### src/rtl/stream_demux_4bit_pkg.sv
// Shared defaults, channel indices and routing-mode encodings for the
// two-channel stream demultiplexer.
package stream_demux_4bit_pkg;

    localparam int WIDTH_DEF = 4;
    localparam int CNT_W_DEF = 8;

    typedef enum logic {
        CH0 = 1'b0,
        CH1 = 1'b1
    } ch_idx_t;

    localparam logic MODE_SEL = 1'b0;
    localparam logic MODE_RR  = 1'b1;

endpackage

### src/rtl/stream_demux_4bit_chan_buf.sv
// One output channel: a single-entry skid-free buffer plus a saturating
// count of completed output handshakes.
module demux_chan_buf
    import stream_demux_4bit_pkg::*;
#(
    parameter int WIDTH = WIDTH_DEF,
    parameter int CNT_W = CNT_W_DEF
) (
    input  logic             clk,
    input  logic             reset,
    input  logic             clr,
    input  logic             load,
    input  logic [WIDTH-1:0] load_data,
    output logic [WIDTH-1:0] out_data,
    output logic             out_valid,
    input  logic             out_ready,
    output logic [CNT_W-1:0] cnt
);

    localparam logic [CNT_W-1:0] CNT_MAX = {CNT_W{1'b1}};

    logic [WIDTH-1:0] data_q, data_d;
    logic             valid_q, valid_d;
    logic [CNT_W-1:0] cnt_q, cnt_d;
    logic             drain_s;

    assign drain_s = valid_q & out_ready;

    // Next-state for buffer contents and handshake counter; a load wins over
    // a drain so the slot refills in the same cycle without a bubble.
    always_comb begin
        data_d  = data_q;
        valid_d = valid_q;
        cnt_d   = cnt_q;
        if (load) begin
            data_d  = load_data;
            valid_d = 1'b1;
        end else if (drain_s) begin
            valid_d = 1'b0;
        end else begin
            valid_d = valid_q;
        end
        if (clr) begin
            cnt_d = '0;
        end else if (drain_s && (cnt_q != CNT_MAX)) begin
            cnt_d = cnt_q + CNT_W'(1);
        end else begin
            cnt_d = cnt_q;
        end
    end

    // Channel state registers.
    always_ff @(posedge clk or posedge reset) begin
        if (reset) begin
            data_q  <= '0;
            valid_q <= 1'b0;
            cnt_q   <= '0;
        end else begin
            data_q  <= data_d;
            valid_q <= valid_d;
            cnt_q   <= cnt_d;
        end
    end

    assign out_data  = data_q;
    assign out_valid = valid_q;
    assign cnt       = cnt_q;

endmodule

### src/rtl/stream_demux_4bit.sv
// Routes an input stream to one of two buffered channels, either by an
// explicit select or by alternating round-robin on accepted words.
module stream_demux_4bit
    import stream_demux_4bit_pkg::*;
#(
    parameter int WIDTH = WIDTH_DEF,
    parameter int CNT_W = CNT_W_DEF
) (
    input  logic             clk,
    input  logic             reset,
    input  logic [WIDTH-1:0] in_data,
    input  logic             in_valid,
    output logic             in_ready,
    input  logic             sel,
    input  logic             mode,
    input  logic             clr,
    output logic [WIDTH-1:0] out0_data,
    output logic [WIDTH-1:0] out1_data,
    output logic             out0_valid,
    output logic             out1_valid,
    input  logic             out0_ready,
    input  logic             out1_ready,
    output logic [CNT_W-1:0] cnt0,
    output logic [CNT_W-1:0] cnt1
);

    ch_idx_t target_s;
    ch_idx_t rr_q, rr_d;
    logic    accept_s;
    logic    load0_s, load1_s;

    // Destination and readiness of that destination, both combinational.
    always_comb begin
        target_s = CH0;
        in_ready = 1'b1;
        if (mode == MODE_RR) begin
            target_s = rr_q;
        end else begin
            target_s = ch_idx_t'(sel);
        end
        if (target_s == CH1) begin
            in_ready = ~out1_valid | out1_ready;
        end else begin
            in_ready = ~out0_valid | out0_ready;
        end
    end

    assign accept_s = in_valid & in_ready;
    assign load0_s  = accept_s & (target_s == CH0);
    assign load1_s  = accept_s & (target_s == CH1);

    // Pointer moves only on accepted round-robin words; it is kept across mode changes.
    always_comb begin
        rr_d = rr_q;
        if ((mode == MODE_RR) && accept_s) begin
            rr_d = (rr_q == CH0) ? CH1 : CH0;
        end else begin
            rr_d = rr_q;
        end
    end

    // Round-robin pointer register.
    always_ff @(posedge clk or posedge reset) begin
        if (reset) begin
            rr_q <= CH0;
        end else begin
            rr_q <= rr_d;
        end
    end

    demux_chan_buf #(.WIDTH(WIDTH), .CNT_W(CNT_W)) u_chan0 (
        .clk       (clk),
        .reset     (reset),
        .clr       (clr),
        .load      (load0_s),
        .load_data (in_data),
        .out_data  (out0_data),
        .out_valid (out0_valid),
        .out_ready (out0_ready),
        .cnt       (cnt0)
    );

    demux_chan_buf #(.WIDTH(WIDTH), .CNT_W(CNT_W)) u_chan1 (
        .clk       (clk),
        .reset     (reset),
        .clr       (clr),
        .load      (load1_s),
        .load_data (in_data),
        .out_data  (out1_data),
        .out_valid (out1_valid),
        .out_ready (out1_ready),
        .cnt       (cnt1)
    );

endmodule

### config.mk
export PLATFORM = sky130hd
export DESIGN_NAME = stream_demux_4bit
export DESIGN_NICKNAME = d
export VERILOG_FILES = /design/src/rtl/stream_demux_4bit_pkg.sv /design/src/rtl/stream_demux_4bit_chan_buf.sv /design/src/rtl/stream_demux_4bit.sv
export SDC_FILE = /design/constraint.sdc
export NUM_CORES = 1
export LEC_CHECK = 0
export ABC_AREA = 1
export BUFFER_PORTS_ARGS = -buffer_cell sky130_fd_sc_hd__buf_4
export CAP_MARGIN = 30
export CORE_MARGIN = 2
export CORE_UTILIZATION = 56
export DETAILED_ROUTE_END_ITERATION = 16
export GPL_ROUTABILITY_DRIVEN = 0
export MAX_ROUTING_LAYER = met4
export PLACE_DENSITY_LB_ADDON = 0.08
export SYNTH_ARGS = -nofsm -noshare
export SYNTH_HDL_FRONTEND = slang
export SYNTH_HIERARCHICAL = 1
export SYNTH_SLANG_ARGS = --single-unit
export TNS_END_PERCENT = 1
### constraint.sdc
create_clock -name clk -period 2.05 [get_ports clk]
set_clock_uncertainty 0.1 [all_clocks]
set_input_delay 0.41 -clock clk [delete_from_list [all_inputs] [get_ports clk]]
set_output_delay 0.41 -clock clk [all_outputs]
set_load 0.1 [all_outputs]
==> results.toml <==
[clocking]
clk_latency_ns = 0.32
clk_pin_slew_ns = 0.14
cts_buffers = 3
cts_tree = "yes"
clockBufferDepth = 2
clock_sinks = 27
cts.htree.levels = 1
cts-root-buf = "clkbuf_4"
cts_resized = 0

[final_layout]
final_area_mm2 = 0.00187
num_antenna_cells = 0
utilization = 0.743
syn_to_final_growth_pct = 24.1
final_cells = 269
nNetsFinal = 254
nFillCells = 198
drive_gt1_frac = 0.280
multi_input_area_um2 = 708
area.sequential_um2 = 677

[global_route]
grt_use_total = 0.252
grt_busiest_layer = "met2"
grt_max_degree = 17
grt-ovfl-total = 0
grt_use_met3 = 0.0326
first_global_vias = 1444
met2_usage = 0.469
grt_first_pass_wirelength_um = 6120
met1_usage = 0.273
antenna_found_initial = 0

[routing]
wl_per_cell_um = 13.2
dr_total_vias = 1464
first_iter_violations = 59
drtAntennaViolNets = 0
drc = 0
viasPerCell = 5.44
drtPass1Iterations = 4
routed_wl_um = 3560

[hold_path]
hold_class = "in -> reg"
worstHoldPathCells = 2

[power]
switching_power_mw = 1.42
power.internal_mw = 1.04
combPwrFrac = 0.603
power_mw = 2.46
swShare = 0.577
power_density_mw_per_mm2 = 1310
ir_worst_vdd_mv = 1.89
pwr-share-seq = 0.305
p_leak_nw = 0.988
power_frac_clock = 0.092

[flow_run]
maxCapViolCount = 0

[yosys]
synth_top_area_frac = 0.447
synthTopCellsByCount = "nand2_1 (59), inv_1 (29), dfrtp_1 (27)"
syn_area_per_cell_um2 = 7.71
ys_seq_area_frac = 0.447
synth_area_mm2 = 0.00151
synthFlopType = "dfrtp_1"
ys_warn_count = 6
synth_area_leaders = "dfrtp_1 (45%), nand2_1 (15%), inv_1 (7.2%)"
synth-edff-count = 0
yosysTopAreaCell = "dfrtp_1"
synth.distinct_cells = 19
synth_nets = 210
syn_inst = 196
yosysMostFrequentCell = "nand2_1"
synthArstFlopShare = 1.00
ys_ff_latch = 27

[place]
dp.cells = 264
placed_area_mm2 = 0.00183
pre_cts_ws_ns = 0.226
dp_hpwl_um = 2840
port_buffers = 38

[die]
start_util = 0.599
io_pins = 39
die_x_um = 55.9
core_area_mm2 = 0.00252
num_rows = 18
die_area_mm2 = 0.00313
dieHeight_um = 55.9

[timing]
fmax_mhz = 524
hold_viol = 0
fin_crit_sh = 0.931
finalSetupTns_ns = 0
tightest_slew_ns = 0.510
fin_hold_ws_ns = 0.225
setup_viol = 0
setup_ws_ns = 0.141
slew_headroom = 0.659
grt_setup_unrepaired = "false"
drv_slew = 0
fin_crit_ns = 1.91

[critical_path]
path_cells = "nand2_1 -> nand3_1 -> nand2_2 -> buf_4"
start_kind = "flop"
critPathCaptureType = "output pin"
slowest_delay_ns = 0.43
critPathArrivalTime_ns = 1.40
crit_family = "flip-flops"
crit_required_ns = 1.54
crit_cells = 4
cp_slowest_cell = "dfrtp_1"
rrSetupSlack_ns = 0.34
path_class = "reg -> out"
critPathBufInv = 1
ff2ff_path_depth = 4
path_max_fanout = 3

[status]
status = "finished, final reports clean"
[registers in the layout, summed over array words and instances, names as in the netlist]
name               flops
u_chan0/out_valid      1
u_chan0/cnt            8
u_chan0/out_data       4
u_chan1/out_data       4
u_chan1/cnt            8
rr_q                   1
u_chan1/out_valid      1
[repair_timing]
item	in CTS	in global routing
setup buffers	0	0
hold buffers	1	0
hold endpoints to repair	1	0
[routing by layer]
metal | up-vias | part of all wire
li1 | 705 | -
met1 | 696 | 0.38
met2 | 53 | 0.55
met3 | 10 | 0.049
met4 | 0 | 0.020
met5 | - | 0
[cells in the final DEF, fill, tap and decap left out, types with 7 or more instances in the layout]
cell	instances
inv_1	29
nand2_2	7
buf_4	38
dfrtp_1	26
nand2_1	59
nor2_1	16
nand3_1	17
mux2_2	8
[layout make-up]
class,count,area share
multi-input combinational,138,0.378
sequential,27,0.361
tap,30,0.0200
clock buffer,3,0.0120
timing repair buffer,39,0.158
inverter,31,0.0674
clock inverter,1,0.00401
[power groups by stage]
stage	logic [mW]	clock network, mW	registers, mW
after floorplan	0.340	0	1.58
after global placement	1.45	0	0.752
after detailed placement	1.49	0	0.762
after CTS	1.49	0.238	0.751
after global routing	1.54	0.256	0.770
final	1.48	0.227	0.750
[worst reg2reg max path, delay by kind of cell, from the launching register on]
kind,cells,cell delay [ns]
simple gates,3,0.68
flops,1,0.43
mux,1,0.40
[cells by family (layout without fill, tap and decap cells)]
family                     count (synthesis)  in the layout  share of synthesized area
adders and majority gates                  2              2                     0.0166
buffers and inverters                     31             74                     0.0837
and+or+nand+nor                          112            112                      0.333
DFF                                       27             27                      0.447
muxes                                      8              8                     0.0597
AOI/OAI and AO/OA                         16             16                     0.0596
[path summary, 6_finish.rpt]
check,from,end
max,rr_q,in_ready
min,in_data[3],u_chan1/out_data[3]
max reg2reg,rr_q,u_chan0/out_data[0]
min reg2reg,u_chan1/out_data[3],u_chan1/out_data[3]
max in group asynchronous,reset,u_chan1/out_valid
min in group asynchronous,reset,rr_q
(Power assumes the default switching activity.)
